==> config.mk <==
export PLATFORM = sky130hd
export DESIGN_NAME = register_bank
export DESIGN_NICKNAME = d
export VERILOG_FILES = /design/src/rtl/mic1_pkg.sv /design/src/rtl/mem_request_tracker.sv /design/src/rtl/register_bank.sv
export SDC_FILE = /design/constraint.sdc
export NUM_CORES = 1
export LEC_CHECK = 0
export BUFFER_PORTS_ARGS = -buffer_cell sky130_fd_sc_hd__buf_2
export CAP_MARGIN = 20
export CORE_MARGIN = 1
export CORE_UTILIZATION = 40
export DETAILED_ROUTE_END_ITERATION = 10
export GPL_TIMING_DRIVEN = 0
export SYNTH_ARGS = -nofsm -noshare
export SYNTH_HDL_FRONTEND = slang
export SYNTH_SLANG_ARGS = --single-unit
==> constraint.sdc <==
create_clock -name clk -period 2.2 [get_ports clk]
set_input_delay 0.55 -clock clk [delete_from_list [all_inputs] [get_ports clk]]
set_output_delay 0.55 -clock clk [all_outputs]
set_load 0.01 [all_outputs]
==> src/rtl/mic1_pkg.sv <==
// mic1_pkg: shared MIC-1 datapath constants, B-bus select codes, C-bus enable indices and shifter control
package mic1_pkg;
    localparam int WORD_W = 32;
    localparam int BYTE_W = 8;
    localparam int C_MAR = 0;
    localparam int C_MDR = 1;
    localparam int C_PC  = 2;
    localparam int C_SP  = 3;
    localparam int C_LV  = 4;
    localparam int C_CPP = 5;
    localparam int C_TOS = 6;
    localparam int C_OPC = 7;
    localparam int C_H   = 8;
    localparam int C_N   = 9;
    typedef enum logic [3:0] {
        B_MDR, B_PC, B_MBR, B_MBRU, B_SP, B_LV, B_CPP, B_TOS, B_OPC
    } bsel_t;
    typedef enum logic [1:0] {SH_NONE, SH_SLL8, SH_SRA1, SH_RSVD} shift_t;
endpackage

==> src/rtl/mem_request_tracker.sv <==
// mem_request_tracker: one-cycle memory request strobes and MDR/MBR capture enables
module mem_request_tracker (
    input  logic clk,
    input  logic reset,
    input  logic rd,
    input  logic wr,
    input  logic fetch,
    output logic memRead,
    output logic memWrite,
    output logic memFetch,
    output logic captureMdr,
    output logic captureMbr
);
    logic rdPending, wrPending, fetchPending;
    always_ff @(posedge clk) begin
        if (reset) begin
            rdPending    <= 1'b0;
            wrPending    <= 1'b0;
            fetchPending <= 1'b0;
        end else begin
            rdPending    <= rd & ~wr;
            wrPending    <= wr;
            fetchPending <= fetch;
        end
    end
    assign memRead    = rdPending;
    assign memWrite   = wrPending;
    assign memFetch   = fetchPending;
    // a reset edge swallows any capture that would otherwise end this strobe cycle
    assign captureMdr = rdPending & ~reset;
    assign captureMbr = fetchPending & ~reset;
endmodule

==> src/rtl/register_bank.sv <==
// register_bank: MIC-1 C-bus register file, A/B bus sources and memory port sequencing
module register_bank
    import mic1_pkg::*;
(
    input  logic              clk,
    input  logic              reset,
    input  logic [WORD_W-1:0] cBus,
    input  logic [C_N-1:0]    cEnable,
    input  logic [3:0]        bSelect,
    input  logic              rd,
    input  logic              wr,
    input  logic              fetch,
    input  logic [WORD_W-1:0] memReadData,
    input  logic [BYTE_W-1:0] fetchData,
    output logic [WORD_W-1:0] aBus,
    output logic [WORD_W-1:0] bBus,
    output logic [WORD_W-1:0] memAddr,
    output logic [WORD_W-1:0] memWriteData,
    output logic              memRead,
    output logic              memWrite,
    output logic [WORD_W-1:0] fetchAddr,
    output logic              memFetch
);
    logic [WORD_W-1:0] regs [C_N];
    logic [BYTE_W-1:0] mbr;
    logic captureMdr, captureMbr;
    mem_request_tracker u_trk (
        .clk(clk), .reset(reset), .rd(rd), .wr(wr), .fetch(fetch),
        .memRead(memRead), .memWrite(memWrite), .memFetch(memFetch),
        .captureMdr(captureMdr), .captureMbr(captureMbr)
    );
    always_ff @(posedge clk) begin
        if (reset) begin
            for (int i = 0; i < C_N; i++) regs[i] <= '0;
            mbr <= '0;
        end else begin
            for (int i = 0; i < C_N; i++) if (cEnable[i]) regs[i] <= cBus;
            // memory capture is written last so it beats a same-edge C-bus write to MDR
            if (captureMdr) regs[C_MDR] <= memReadData;
            if (captureMbr) mbr <= fetchData;
        end
    end
    always_comb begin
        bBus = '0;
        case (bSelect)
            B_MDR:   bBus = regs[C_MDR];
            B_PC:    bBus = regs[C_PC];
            B_MBR:   bBus = {{(WORD_W-BYTE_W){mbr[BYTE_W-1]}}, mbr};
            B_MBRU:  bBus = {{(WORD_W-BYTE_W){1'b0}}, mbr};
            B_SP:    bBus = regs[C_SP];
            B_LV:    bBus = regs[C_LV];
            B_CPP:   bBus = regs[C_CPP];
            B_TOS:   bBus = regs[C_TOS];
            B_OPC:   bBus = regs[C_OPC];
            default: bBus = '0;
        endcase
    end
    assign aBus         = regs[C_H];
    assign memAddr      = regs[C_MAR];
    assign memWriteData = regs[C_MDR];
    assign fetchAddr    = regs[C_PC];
endmodule

==> results.json <==
{
  "status": "finished with violations",
  "failed_checks": "setup timing",
  "yosysSeqAreaShare_pct": 75.73,
  "finalPower_mw": 14.06,
  "ys_seq_elements": 299,
  "intPower_mw": 10.76,
  "tightest_slew_ns": 1.097,
  "setup_viol": 32,
  "wl_per_cell_um": 25.50,
  "tritoncts": "yes",
  "crit_path_frequent_cell": "buf_12",
  "ys.warnings.count": 0,
  "holdCritStartpoint": "wr",
  "cts_root_buf": "clkbuf_16",
  "fin_cells": 1410,
  "cpPeakStageDelay_ns": 0.27,
  "place_inst": 1318,
  "die_area_mm2": 0.02996,
  "p_per_area_mw_per_mm2": 896.5,
  "place_congestion": 0.7544,
  "maxCapViolCount": 0,
  "final_layout_size_suffix_gt1_share_pct": 45.37,
  "place_area_mm2": 0.01347,
  "worst_ep_required_time_ns": 1.65,
  "p_switching_mw": 3.306,
  "pwr-share-clk_pct": 39.0,
  "syn-num-nets": 772,
  "grtUsageTotal_pct": 23.40,
  "core_mm2": 0.02878,
  "final_util_pct": 54.50,
  "maxSlewViolCount": 0,
  "grt_max_degree": 33,
  "synth_area_per_cell_um2": 17.17,
  "seqPwrFrac_pct": 49.8,
  "drc_errors": 0,
  "routed_wl_mm": 35.96,
  "vias_per_cell": 5.544,
  "netlist_instances": 682,
  "leakagePower_nw": 6.240,
  "clk_latency_ns": 0.51,
  "start_kind": "input pin",
  "grt_overflow": 0,
  "ir_drop_v": 0.0006822,
  "path_cells": "buf_8, buf_6, nor2b_4, buf_12, buf_12, a222oi_1, o211ai_1, buf_2",
  "hold_path_class": "in2reg",
  "cts_buffers": 34,
  "post-route-period-util_pct": 107.9,
  "yosysUniqueCellTypes": 45,
  "die_w_um": 173.1,
  "first_pass_iters": 5,
  "syn2layout_area_growth_pct": 33.95,
  "fin_area_mm2": 0.01569,
  "cp_max_fo": 8,
  "vias": 7817,
  "layout_setup_ws_ns": -0.1734,
  "clockBufferDepth": 3,
  "slew-limit-headroom_pct": 26.88,
  "slowest_stage": "a222oi_1",
  "crit_arrival_ns": 1.82,
  "r2r-start": "u_trk.memRead$_SDFF_PP0_",
  "fmax_mhz": 421.3,
  "cts_htree_levels": 2,
  "drtIter0Drc": 552,
  "hpwl_mm": 22.51,
  "syn_area_mm2": 0.01171,
  "rows": 62,
  "p_comb_share_pct": 11.1,
  "port_buffers": 251,
  "p_sw_share_pct": 23.51,
  "first_global_vias": 7987,
  "skew_ns": 0.01347,
  "path_class": "in2out",
  "antenna_found_initial": 1,
  "rsz0062_at_grt": "yes",
  "path_clk_slew_ns": 0.06,
  "die_h_um": 173.1,
  "fin_crit_ns": 2.373,
  "cp-startpoint": "bSelect[0]",
  "finalHoldViolations": 0,
  "start_util_pct": 40.69,
  "fin_nets": 1090,
  "ios": 253,
  "end_kind": "primary output",
  "grt_pass1_wl_mm": 51.12,
  "antenna_left": 0,
  "cts.sinks": 299
}
-- worst paths after layout --
check        cells after the start  slack [ns]                       end
max                              8       -0.17                   bBus[6]
min                              2        0.22  u_trk.memRead$_SDFF_PP0_
max reg2reg                      3        0.25     regs[1][11]$_DFFE_PP_
min reg2reg                      2        0.50       mbr[4]$_SDFFE_PP0P_
-- layout make-up --
type                            instances  area (um^2)
Fill cell                            2330        13100
Sequential cell                       299         8870
Multi-Input combinational cell        328         2959
Timing Repair Buffer                  293         1849
Clock buffer                           47        950.9
Tap cell                              384        480.5
Buffer                                 42        431.7
Clock inverter                         14        128.9
Inverter                                2        12.51
Antenna cell                            1        2.502
-- layer usage --
metal / GRT usage [%] / routed length (um) / vias up
met4: 7.891 / 1054 / 0
met1: 29.85 / 14640 / 3963
met2: 38.83 / 17420 / 362
li1: - / - / 3423
met5: 0 / 0 / -
met3: 6.025 / 2839 / 69
-- stage by stage --
| step | TNS (ns) | setup slack, ns | hold slack, ns |
|---|---|---|---|
| detailed placement | -97.03 | -0.6814 | 0.4917 |
| finish | -3.388 | -0.1734 | 0.2208 |
| global route | -4.693 | -0.2103 | 0.2117 |
| CTS | -3.383 | -0.1866 | 0.2099 |
| global placement | -96.85 | -0.7041 | 0.4771 |
| floorplan | 0 | 0.05646 | 0.4592 |
-- worst max-delay path: cells and delay by family --
| family | cells | cell delay, ns |
|---|---|---|
| AO/OA/AOI/OAI | 2 | 0.45 |
| AND/OR/NAND/NOR | 1 | 0.13 |
| buffers and inverters | 5 | 0.70 |
-- synth_stat cells, drive strengths merged --
library cell    n  area, um^2
o221ai         19       166.4
nor4            1       6.260
a21oi          26       130.1
a32o           31       310.3
mux2            5       56.30
dfxtp          11       220.2
and3            1       11.26
o21ai           3       15.01
a22oi          36       270.3
nand3           1       5.000
nand3b          1       7.510
o22a           19       166.4
o211ai          2       15.01
or2            10       62.56
clkbuf         22       83.83
a211o           7       61.31
o22ai           5       31.28
a221oi          1       8.760
nor2b          14       95.09
nor2           18       75.07
nand4b          1       8.760
nor3b           1       7.510
or3             5       31.28
a31oi           1       6.260
edfxtp        288        8648
or3b            1       8.760
o32ai           1       8.760
a32oi           1       8.760
nor3            1       5.000
o32a            4       40.04
inv             2       7.510
mux2i          51       510.5
a222oi          4       40.04
nand2b          3       18.77
a311oi          1       8.760
a22o           12       105.1
buf            31       205.2
and2           34       212.7
nand2           6       22.52
a211oi          1       7.510
-- layout by cell type, fill, tap and decap left out, types with 8 or more instances in the layout --
cell type / synthesis / final
nor2b_4: 1 / 8
edfxtp_1: 288 / 288
buf_4: 5 / 25
or2_2: 10 / 8
a21oi_1: 26 / 16
o221ai_2: 0 / 12
and2_1: 34 / 33
mux2i_1: 51 / 46
clkbuf_1: 21 / 21
dfxtp_1: 11 / 10
buf_2: 20 / 248
buf_12: 0 / 15
a22o_1: 12 / 12
a22oi_2: 0 / 19
clkbuf_16: 0 / 37
a21oi_2: 0 / 9
nor2_1: 17 / 14
o22a_1: 19 / 19
a22oi_1: 36 / 17
buf_6: 6 / 17
a32o_1: 31 / 31
-- flip-flops by register name (all words and copies together) (netlist names) --
signal          flops
mbr                 8
u_trk.memRead       1
u_trk.memWrite      1
u_trk.memFetch      1
regs              288
-- what timing repair did --
action / in CTS / in global routing
pin swaps: 39 / 47
hold buffers: 0 / 0
gates resized for setup: 145 / 52
cloned: 6 / 2
endpoints found under the setup margin: 32 / 32
setup buffers: 20 / 14
-- cells by family (layout without fill, tap and decap cells) --
group	after synthesis	count (layout)	share of synthesized area, %
flops	299	299	75.73
simple gates	98	98	4.936
compound gates	174	174	11.96
mux	56	56	4.840
buf+inv	55	398	2.532
other cells	0	1	0
-- power groups by stage --
stage | registers, mW | logic [mW] | clock network (mW)
floorplan | 7.18 | 0.564 | 0
global placement | 7.08 | 1.31 | 0
detailed placement | 7.10 | 1.33 | 0
CTS | 7.00 | 1.49 | 5.55
global route | 7.05 | 1.66 | 5.75
finish | 7.01 | 1.57 | 5.49
Note: power is estimated with default switching activity, not from simulation.
